[config.mk]
export PLATFORM = sky130hd
export DESIGN_NAME = adc_serial_capture
export DESIGN_NICKNAME = d
export VERILOG_FILES = /design/src/rtl/adc_serial_capture.sv
export SDC_FILE = /design/constraint.sdc
export NUM_CORES = 1
export LEC_CHECK = 0
export CORE_MARGIN = 8
export CORE_UTILIZATION = 55
export DETAILED_ROUTE_END_ITERATION = 10
export HOLD_SLACK_MARGIN = 0.05
export PLACE_DENSITY_LB_ADDON = 0.12
export SLEW_MARGIN = 20
export SYNTH_ARGS = -nofsm -noshare
export SYNTH_HDL_FRONTEND = slang
export SYNTH_SLANG_ARGS = --single-unit
[constraint.sdc]
create_clock -name clk210_p -period 5.3 [get_ports clk210_p]
set_clock_uncertainty 0.05 [all_clocks]
set_input_delay 1.06 -clock clk210_p [delete_from_list [all_inputs] [get_ports clk210_p]]
set_output_delay 1.06 -clock clk210_p [all_outputs]
set_load 0.05 [all_outputs]
[src/rtl/adc_serial_capture.sv]
// Multi-channel serial ADC capture: shared CNV/SCK, one SDO per channel, MSB-first.
// All channel words are presented together through a valid/ready handshake.
module adc_serial_capture #(
    parameter int unsigned N_CH    = 2,
    parameter int unsigned DATA_W  = 16,
    parameter int unsigned SCK_DIV = 2,
    parameter int unsigned T_CONV  = 150,
    parameter int unsigned PERIOD  = 420
) (
    input  logic                     clk210_p,
    input  logic                     reset_n_p,
    input  logic                     enable_p,
    input  logic                     trig_mode_p,
    input  logic                     trig_p,
    input  logic [N_CH-1:0]          sdo_p,
    output logic                     cnv_p,
    output logic                     sck_p,
    output logic [N_CH*DATA_W-1:0]   sample_data_p,
    output logic                     sample_valid_p,
    input  logic                     sample_ready_p,
    output logic                     overrun_p,
    input  logic                     clear_ovr_p,
    output logic                     busy_p
);

    localparam int unsigned PW  = (PERIOD > 1) ? $clog2(PERIOD) : 1;
    localparam int unsigned TW  = (T_CONV > 1) ? $clog2(T_CONV) : 1;
    localparam int unsigned HW  = $clog2(2 * SCK_DIV);
    localparam int unsigned BW  = (DATA_W > 1) ? $clog2(DATA_W) : 1;

    localparam logic [1:0] StIdle  = 2'd0;
    localparam logic [1:0] StConv  = 2'd1;
    localparam logic [1:0] StShift = 2'd2;
    localparam logic [1:0] StDone  = 2'd3;

    logic [1:0]                   state_q, state_d;
    logic [PW-1:0]                per_cnt_q, per_cnt_d;
    logic [TW-1:0]                conv_cnt_q, conv_cnt_d;
    logic [HW-1:0]                ph_q, ph_d;
    logic [BW-1:0]                bit_q, bit_d;
    logic [N_CH-1:0][DATA_W-1:0]  shreg_q, shreg_d;
    logic                         cnv_q, cnv_d;
    logic                         sck_q, sck_d;
    logic [N_CH*DATA_W-1:0]       data_q, data_d;
    logic                         valid_q, valid_d;
    logic                         ovr_q, ovr_d;
    logic                         start;

    assign start = enable_p && (trig_mode_p ? trig_p : (per_cnt_q == PW'(PERIOD - 1)));

    always_comb begin
        state_d    = state_q;
        conv_cnt_d = conv_cnt_q;
        ph_d       = ph_q;
        bit_d      = bit_q;
        shreg_d    = shreg_q;
        cnv_d      = cnv_q;
        sck_d      = sck_q;
        data_d     = data_q;
        valid_d    = valid_q;
        ovr_d      = ovr_q;

        // Counter free-runs regardless of FSM state so the start grid stays fixed.
        if (enable_p && !trig_mode_p) begin
            per_cnt_d = (per_cnt_q == PW'(PERIOD - 1)) ? '0 : per_cnt_q + 1'b1;
        end else begin
            per_cnt_d = '0;
        end

        if (valid_q && sample_ready_p) valid_d = 1'b0;
        if (clear_ovr_p) ovr_d = 1'b0;

        case (state_q)
            StIdle: begin
                if (start) begin
                    state_d    = StConv;
                    cnv_d      = 1'b1;
                    conv_cnt_d = '0;
                end
            end
            StConv: begin
                if (conv_cnt_q == TW'(T_CONV - 1)) begin
                    state_d = StShift;
                    cnv_d   = 1'b0;
                    ph_d    = '0;
                    bit_d   = '0;
                end else begin
                    conv_cnt_d = conv_cnt_q + 1'b1;
                end
            end
            StShift: begin
                if (ph_q == HW'(2 * SCK_DIV - 1)) begin
                    sck_d = 1'b0;
                    ph_d  = '0;
                    if (bit_q == BW'(DATA_W - 1)) state_d = StDone;
                    else                          bit_d   = bit_q + 1'b1;
                end else begin
                    ph_d = ph_q + 1'b1;
                    // Sample on the same edge that raises SCK.
                    if (ph_q == HW'(SCK_DIV - 1)) begin
                        sck_d = 1'b1;
                        for (int i = 0; i < N_CH; i++) begin
                            shreg_d[i] = {shreg_q[i][DATA_W-2:0], sdo_p[i]};
                        end
                    end
                end
            end
            default: begin
                data_d  = shreg_q;
                valid_d = 1'b1;
                if (valid_q && !sample_ready_p) ovr_d = 1'b1;
                state_d = StIdle;
            end
        endcase
    end

    always_ff @(posedge clk210_p or negedge reset_n_p) begin
        if (!reset_n_p) begin
            state_q    <= StIdle;
            per_cnt_q  <= '0;
            conv_cnt_q <= '0;
            ph_q       <= '0;
            bit_q      <= '0;
            shreg_q    <= '0;
            cnv_q      <= 1'b0;
            sck_q      <= 1'b0;
            data_q     <= '0;
            valid_q    <= 1'b0;
            ovr_q      <= 1'b0;
        end else begin
            state_q    <= state_d;
            per_cnt_q  <= per_cnt_d;
            conv_cnt_q <= conv_cnt_d;
            ph_q       <= ph_d;
            bit_q      <= bit_d;
            shreg_q    <= shreg_d;
            cnv_q      <= cnv_d;
            sck_q      <= sck_d;
            data_q     <= data_d;
            valid_q    <= valid_d;
            ovr_q      <= ovr_d;
        end
    end

    assign cnv_p          = cnv_q;
    assign sck_p          = sck_q;
    assign sample_data_p  = data_q;
    assign sample_valid_p = valid_q;
    assign overrun_p      = ovr_q;
    assign busy_p         = (state_q != StIdle);

endmodule
==> results.txt, run 1 <==
Measured along the y axis, the die boundary spans around 100 um. The tree is rooted in a sky130_fd_sc_hd__clkbuf_8. The run finished with clean final reports. The floorplan row count came out at 31. The overall power consumption came out at roughly 0.0024 W. The total standard cell area after synthesis came out at roughly 0.0040 sq mm. The critical register-to-register path endpoint is bit_q[3]$_DFFE_PN0P_. The clock input transition at the sequential cells of the worst setup and hold paths is 0.09 ns. The final weighted congestion in routability-driven placement is 0.778. For the pin with the worst max-slew slack, the measured transition is around 0.68 ns. In this run the horizontal extent of the chip is ~100 um.

The clock insertion delay at the later pin of the skew report came out at 0.36 ns. The most used flip-flop cell after synthesis is sky130_fd_sc_hd__dfrtp_1. The via count of the first global-routing pass is 2518.

Once detail routing completed, the nets flagged for antenna violations numbered 0. The analysis attributes to cell leakage a power of between 2 and 2.5 nW. The critical path in this run is classified as flop to output port. For this block, the via count after detailed routing is 2466. The number of antenna repair diodes is 0.

The layout net count is 372. The highest ir drop seen on vdd came out at 0.296 mV. Counting flops with an async set or reset pin after synthesis yields a share of 100%. The critical path required time came out at 4.19 ns.

Across every metal layer, demand over resource in global routing totals 14.7%. The post-CTS setup repair buffer count came out at 0. The TritonCTS clock tree is yes. The average instance area after synthesis came out at ~13 sq um. The synthesized design contains 0 enable-type register cells. The share of synthesized area occupied by flip-flops and latches is 58.6%. The initial cell density of the core came out at 55.7%. The number of top-level design ports is 46. The final period demand of the worst path is 3.14 ns. The number of input and output port buffers inserted is 45. STA classifies the critical path endpoint as an output port. Measured in cells, the most critical reg-to-reg path has a length of 6. The final number of max-transition violations came to 0.

The worst path uses about three fifths of the clock period. The share of layout cells above drive strength 1 came out at 24.9%. The power density relative to cell area came out at ~510 mW/mm^2. The fill cell instance count of the final layout came out at 581. The pre-antenna-repair detailed-routing pass consisted of 4 iterations. The critical path launch point is state_q[0]$_DFFE_PN0P_. The total of flip-flops plus latches after synthesis came out at 93. The post-synthesis net count came out at about 330. The number of buffers on the longest clock path came out at 2. The overflow left after global routing is 0. Setup repair after global routing left no endpoint under its margin. The HPWL after detailed placement is 4550 um. The total of warnings raised by yosys is 0. For this block, the routed nets add up to between 6000 and 7000 um of wire. The floorplan die area is 0.0102 sq mm. The violation count after the first detailed-routing iteration came out at 65.

The first-pass GRT wire length is 11900 um. The per-cell via count in the routed design came out at 5.40. The sink count of the clock tree came out at slightly above 90.

The H-tree depth is 3. Static timing analysis puts the maximum clock frequency at 0.318 GHz. The average wire length per cell after detail routing came out at 15.3 um.

Post-CTS repair changed the size of 0 cells. The number of different library cells used by synthesis comes to 46. The clock buffer count from CTS came out at 9. The headroom to the max-slew limit is 54.5%. The peak fanout along the critical path is 5. The tightest min-delay check is of the flop to flop type. The number of maximum-capacitance violations is 0. The maximum number of pins on one net before global-route repair came out at 55. The number of hold violations in the final report came out at 0. The source of the worst register-to-register timing path is state_q[1]$_DFFE_PN0P_. The area growth from synthesis to layout is 19.5%. Summed over all failing endpoints, the final setup total negative slack is 0 ns. The capture point of the worst path is busy_p. The number of design rule violations left after detail routing came out at 0.

The core footprint is 0.00714 sq mm. The number of hold buffers added after CTS is 0. The number of setup violations in the final report is 0. The setup check on the worst reg-to-reg path leaves a slack of 2.84 ns. The worst endpoint data arrival time came out at 2.03 ns. The startpoint kind of the worst setup timing path is a flop.

Counting every instance in the synthesized netlist gives 306. The number of antenna violations at the first check in global routing came out at 0.
logic make-up after synthesis:
logic type | count (synthesis) | synth area share (%)
AO/OA/AOI/OAI | 34 | 6.36
XOR/XNOR | 7 | 1.54
adder cells (fa/ha/maj) | 10 | 3.15
buffers and inverters | 22 | 2.14
flip-flops | 93 | 58.6
multiplexers | 65 | 18.4
AND/OR/NAND/NOR | 75 | 9.80
per-stage QoR:
stage,hold slack (ns),worst slack [ns],std cells,utilization (%),instance area (sq um)
after floorplan,0.405,2.97,306,-,3970
after CTS,0.449,2.14,457,66.5,4750
after global placement,0.424,2.36,441,63.3,4520
after global routing,0.469,2.07,457,66.5,4750
after detailed placement,0.435,2.30,441,63.3,4520
final,0.447,2.16,457,66.5,4750
cell usage in the layout (no fill, tap or decap), types with 3 or more instances in the layout:
cell / n
sky130_fd_sc_hd__dfrtp_1: 93
sky130_fd_sc_hd__mux2_2: 64
sky130_fd_sc_hd__clkdlybuf4s50_1: 44
sky130_fd_sc_hd__nand2_1: 23
sky130_fd_sc_hd__nor2_1: 14
sky130_fd_sc_hd__nand3_1: 13
sky130_fd_sc_hd__inv_1: 10
sky130_fd_sc_hd__ha_1: 10
sky130_fd_sc_hd__clkbuf_8: 9
sky130_fd_sc_hd__o21ai_0: 6
sky130_fd_sc_hd__a21oi_1: 6
sky130_fd_sc_hd__and3_1: 4
sky130_fd_sc_hd__xnor2_1: 4
sky130_fd_sc_hd__buf_4: 4
sky130_fd_sc_hd__xor2_1: 3
sky130_fd_sc_hd__nand3b_1: 3
sky130_fd_sc_hd__o21ai_1: 3
registers in the layout, indices dropped and copies added (netlist names):
name / count
ph_q: 2
sample_valid_p: 1
sample_data_p: 32
overrun_p: 1
state_q: 2
cnv_p: 1
sck_p: 1
conv_cnt_q: 8
shreg_q: 32
bit_q: 4
per_cnt_q: 9
synth_stat cells, types with 2 or more instances:
master | n | area, sq um
sky130_fd_sc_hd__o22ai_1 | 2 | 12.5
sky130_fd_sc_hd__or4b_1 | 2 | 20.0
sky130_fd_sc_hd__mux2_2 | 64 | 721
sky130_fd_sc_hd__clkbuf_1 | 6 | 22.5
sky130_fd_sc_hd__dfrtp_1 | 93 | 2330
sky130_fd_sc_hd__buf_2 | 2 | 10.0
sky130_fd_sc_hd__xnor2_1 | 4 | 35.0
sky130_fd_sc_hd__a31oi_1 | 2 | 12.5
sky130_fd_sc_hd__o21ai_0 | 6 | 30.0
sky130_fd_sc_hd__nand3_1 | 13 | 65.1
sky130_fd_sc_hd__nand2b_1 | 2 | 12.5
sky130_fd_sc_hd__o31ai_1 | 2 | 15.0
sky130_fd_sc_hd__nand2_1 | 23 | 86.3
sky130_fd_sc_hd__o21ai_1 | 3 | 15.0
sky130_fd_sc_hd__a21oi_1 | 6 | 30.0
sky130_fd_sc_hd__nor2_1 | 14 | 52.6
sky130_fd_sc_hd__nor3_1 | 2 | 10.0
sky130_fd_sc_hd__nand3b_1 | 3 | 22.5
sky130_fd_sc_hd__and3_1 | 4 | 25.0
sky130_fd_sc_hd__xor2_1 | 3 | 26.3
sky130_fd_sc_hd__or4_1 | 2 | 15.0
sky130_fd_sc_hd__o221ai_1 | 2 | 17.5
sky130_fd_sc_hd__nand4_1 | 2 | 12.5
sky130_fd_sc_hd__ha_1 | 10 | 125
sky130_fd_sc_hd__buf_1 | 4 | 15.0
sky130_fd_sc_hd__inv_1 | 10 | 37.5
how the worst min path moves through the flow:
stage	from	endpoint	slack, ns	depth (start not counted)
4_1_cts	per_cnt_q[0]$_DFF_PN0_	per_cnt_q[0]$_DFF_PN0_	0.45	1
5_1_grt	overrun_p$_DFF_PN0_	overrun_p$_DFF_PN0_	0.47	1
3_3_place_gp	per_cnt_q[0]$_DFF_PN0_	per_cnt_q[0]$_DFF_PN0_	0.42	1
3_5_place_dp	overrun_p$_DFF_PN0_	overrun_p$_DFF_PN0_	0.43	1
6_report	per_cnt_q[0]$_DFF_PN0_	per_cnt_q[0]$_DFF_PN0_	0.45	1
2_1_floorplan	per_cnt_q[0]$_DFF_PN0_	per_cnt_q[0]$_DFF_PN0_	0.40	1
report_power, final:
group	switching (W)	total [W]	leakage [nW]	internal, W
clock network	0.000263	0.000536	0.108	0.000272
logic	0.000548	0.000915	0.831	0.000367
registers	0.000105	0.000974	1.25	0.000868
total	0.000917	0.00242	2.19	0.00151
metal layers:
| layer | global-route usage, % | vias to the layer above | routed length (um) |
|---|---|---|---|
| met5 | 0 | - | 0 |
| met2 | 24.5 | 38 | 3330 |
| met1 | 18.2 | 1241 | 3260 |
| met3 | 3.52 | 8 | 288 |
| met4 | 5.50 | 0 | 100 |
| li1 | - | 1179 | - |
worst max-delay path: stages (launching register included):
cell and delay [ns]:
sky130_fd_sc_hd__dfrtp_1 0.40, sky130_fd_sc_hd__inv_1 0.09, sky130_fd_sc_hd__ha_1 0.29, sky130_fd_sc_hd__inv_1 0.10, sky130_fd_sc_hd__clkdlybuf4s50_1 0.80
layout make-up:
cell class | count | area, sq um | share of cell area [%]
Tap cell | 99 | 124 | 2.61
Clock buffer | 9 | 124 | 2.61
Inverter | 10 | 37.5 | 0.791
Sequential cell | 93 | 2330 | 49.0
Clock inverter | 7 | 104 | 2.19
Multi-Input combinational cell | 191 | 1560 | 32.9
Timing Repair Buffer | 48 | 470 | 9.91
No activity file was read; power rests on OpenSTA's default activity.
==> run 2: changes to the inputs <==
==> constraint.sdc (replaced) <==
create_clock -name clk210_p -period 2.9 [get_ports clk210_p]
set_clock_uncertainty 0.05 [all_clocks]
set_input_delay 0.58 -clock clk210_p [delete_from_list [all_inputs] [get_ports clk210_p]]
set_output_delay 0.58 -clock clk210_p [all_outputs]
set_load 0.05 [all_outputs]
==> run 2 against run 1 <==
  * Final cell count up 0.22%
  * Core utilization down 0.35 points
  * Sequential power up 83%
  * Setup slack worse by 1.9 ns
  * Register-to-register slack worse by 2.2 ns
==> results.txt, run 2 (synthesized netlist as in run 1, its figures left out) <==
The run finished with clean final reports. The setup path with the least slack is of type flop to output port. The die is 101 um tall. The number of hold violations in the final report came out at 0. The clock insertion delay at the later pin of the skew report is 0.35 ns. The number of antenna repair diodes came out at 0. The share of layout cells above drive strength 1 came out at 25.1%. The remaining antenna violation count after routing came out at 0.

The overflow left after global routing came out at 0. Setup repair after global routing left no endpoint under its margin. The detailed router finished its first iteration with 73 violations. The overall die width came out at 101 um. The area growth from synthesis to layout is 18.9%. In this run the tool buffered the top-level ports with 45 buffer cells. The number of top-level design ports is between 40 and 50. The worst endpoint data arrival time is around 2 ns. The achievable frequency came out at 0.380 GHz.

The largest individual stage delay along the critical path comes from the cell sky130_fd_sc_hd__clkdlybuf4s50_1. The number of setup violations in the final report came out at 0. Once the floorplan was initialized, standard cells occupied a little under three fifths of the core. The routed layout has 2466 vias.

Counting both buffers and inverters, the worst setup path holds a total of 3. Detailed placement finished with a half-perimeter wire length of 4610 um. The longest clock path from root to sink contains 2 buffers. The final weighted congestion in routability-driven placement came out at 0.829. The clock drives 93 sinks. In this run the worst hold path is classified as primary input to asynchronous set/reset pin. The average wire length per cell after detail routing is approximately 15 um. The headroom to the max-slew limit is 53.3%. The H-tree depth is 3. The number of antenna violations at the first check in global routing is 0.

The highest ir drop seen on vdd is approximately 0.53 mV. The combined flip-flop and latch cell area came out at 0.00233 sq mm. The first-pass detailed-route iteration total is 4.

The clock buffer count from CTS is 9. The cell sitting at the root of the clock tree is a sky130_fd_sc_hd__clkbuf_8. The first-pass GRT wire length came out at 11800 um.

STA classifies the critical path startpoint as a flop. Using the TritonRoute via totals, the vias-per-cell ratio works out to 5.38. The TritonCTS clock tree is yes. The fill cell instance count of the final layout is approximately 570. The signal on the critical path passes through inv_1, ha_1, inv_1, clkdlybuf4s50_1. The maximum number of pins on one net before global-route repair came out at 49.

The number of maximum-capacitance violations is 0. The final number of max-transition violations came out at 0. The accumulated negative setup slack came out at 0 ns. The area occupied by multi-input gates came out at about 0.0016 sq mm. The layout net count is 373. The region available for standard cell placement spans slightly above 0.007 sq mm. The endpoint kind of the worst setup timing path is an output port. The actual slew at the worst max-slew pin is 0.694 ns. Clock-pin slew was measured on the worst setup and hold paths at about 0.1 ns. In this design, the largest share of critical-path delay is due to buffers and inverters. The via count of the first global-routing pass came out at roughly 2500. The critical path's most frequent cell is sky130_fd_sc_hd__inv_1. The number of hold buffers added after CTS is 0. The most common cell after layout, fill and taps aside is sky130_fd_sc_hd__dfrtp_1. Of the available clock period, the critical path in the final layout requires around nine tenths. The highest cell delay on the worst timing path is 0.80 ns. The critical path required time is ~2.3 ns. The overall routing resource usage came out at 14.5%. The share of the core filled with cells in the final layout is around two thirds. The leakage power figure is ~2.2 nW. The post-detailed-routing wire length came out at 6700 um. The power density relative to cell area came out at 898 mW/mm^2. The peak fanout along the critical path came out at 5.

After layout, the minimum clock period comes to about 2.6 ns. The number of design rule violations left after detail routing is 0. The post-CTS setup repair buffer count is 0. The floorplan step defined a die boundary enclosing 0.0102 sq mm. The floorplan has 31 rows. Gates resized during post-CTS repair numbered 0. The top cell types in the final layout, fill and taps aside, are sky130_fd_sc_hd__dfrtp_1 (93), sky130_fd_sc_hd__mux2_2 (64), sky130_fd_sc_hd__clkdlybuf4s50_1 (44).
run 2: cell types whose count changed in the layout (fill, tap and decap cells not counted), sizes merged:
cell      change
bufinv        -2
clkinvlp      -1
clkinv        +3
buf           +1
run 2: worst paths after layout:
path | to | slack [ns] | cells after the start | startpoint
worst max-delay path | busy_p | 0.27 | 4 | state_q[0]$_DFFE_PN0P_
worst min-delay path | sample_data_p[13]$_DFFE_PN0P_ | 0.16 | 1 | reset_n_p
worst max register to register | state_q[1]$_DFFE_PN0P_ | 0.69 | 7 | conv_cnt_q[1]$_DFFE_PN0P_
worst min register to register | per_cnt_q[0]$_DFF_PN0_ | 0.45 | 1 | per_cnt_q[0]$_DFF_PN0_
max in group asynchronous | per_cnt_q[5]$_DFF_PN0_ | 1.98 | 2 | reset_n_p
min in group clk210_p | per_cnt_q[0]$_DFF_PN0_ | 0.45 | 1 | per_cnt_q[0]$_DFF_PN0_
run 2: final cells by class:
| cell class | instances | area share, % |
|---|---|---|
| clock inverter | 7 | 1.25 |
| tap | 99 | 2.62 |
| inverter | 10 | 0.795 |
| sequential | 93 | 49.3 |
| timing repair buffer | 49 | 10.4 |
| clock buffer | 9 | 2.62 |
| multi-input combinational | 191 | 33.0 |
run 2: where the power goes:
part	leakage, nW	switching, W	total [W]	internal, W
sequential	1.25	0.000192	0.00178	0.00159
combinational	0.841	0.000994	0.00167	0.000677
clock	0.0921	0.000466	0.000790	0.000325
total	2.18	0.00165	0.00424	0.00259
run 2: metal layers:
layer / global-route usage (%) / routed length (um) / part of all wire [%]
met1: 18.3 / 3100 / 46
met2: 23.4 / 3220 / 48
met3: 2.76 / 259 / 3.9
met4: 6.87 / 116 / 1.7
met5: 0 / 0 / 0
run 2: metrics by stage:
step | setup WS (ns) | total power [W] | instances | cell area, sq um | hold WS, ns
2_1_floorplan | 0.977 | 0.00299 | 306 | 3970 | 0.234
5_1_grt | 0.144 | 0.00450 | 458 | 4720 | 0.202
4_1_cts | 0.230 | 0.00430 | 458 | 4720 | 0.176
3_5_place_dp | 0.395 | 0.00351 | 442 | 4540 | 0.433
6_report | 0.266 | 0.00424 | 458 | 4720 | 0.159
3_3_place_gp | 0.448 | 0.00345 | 442 | 4540 | 0.424
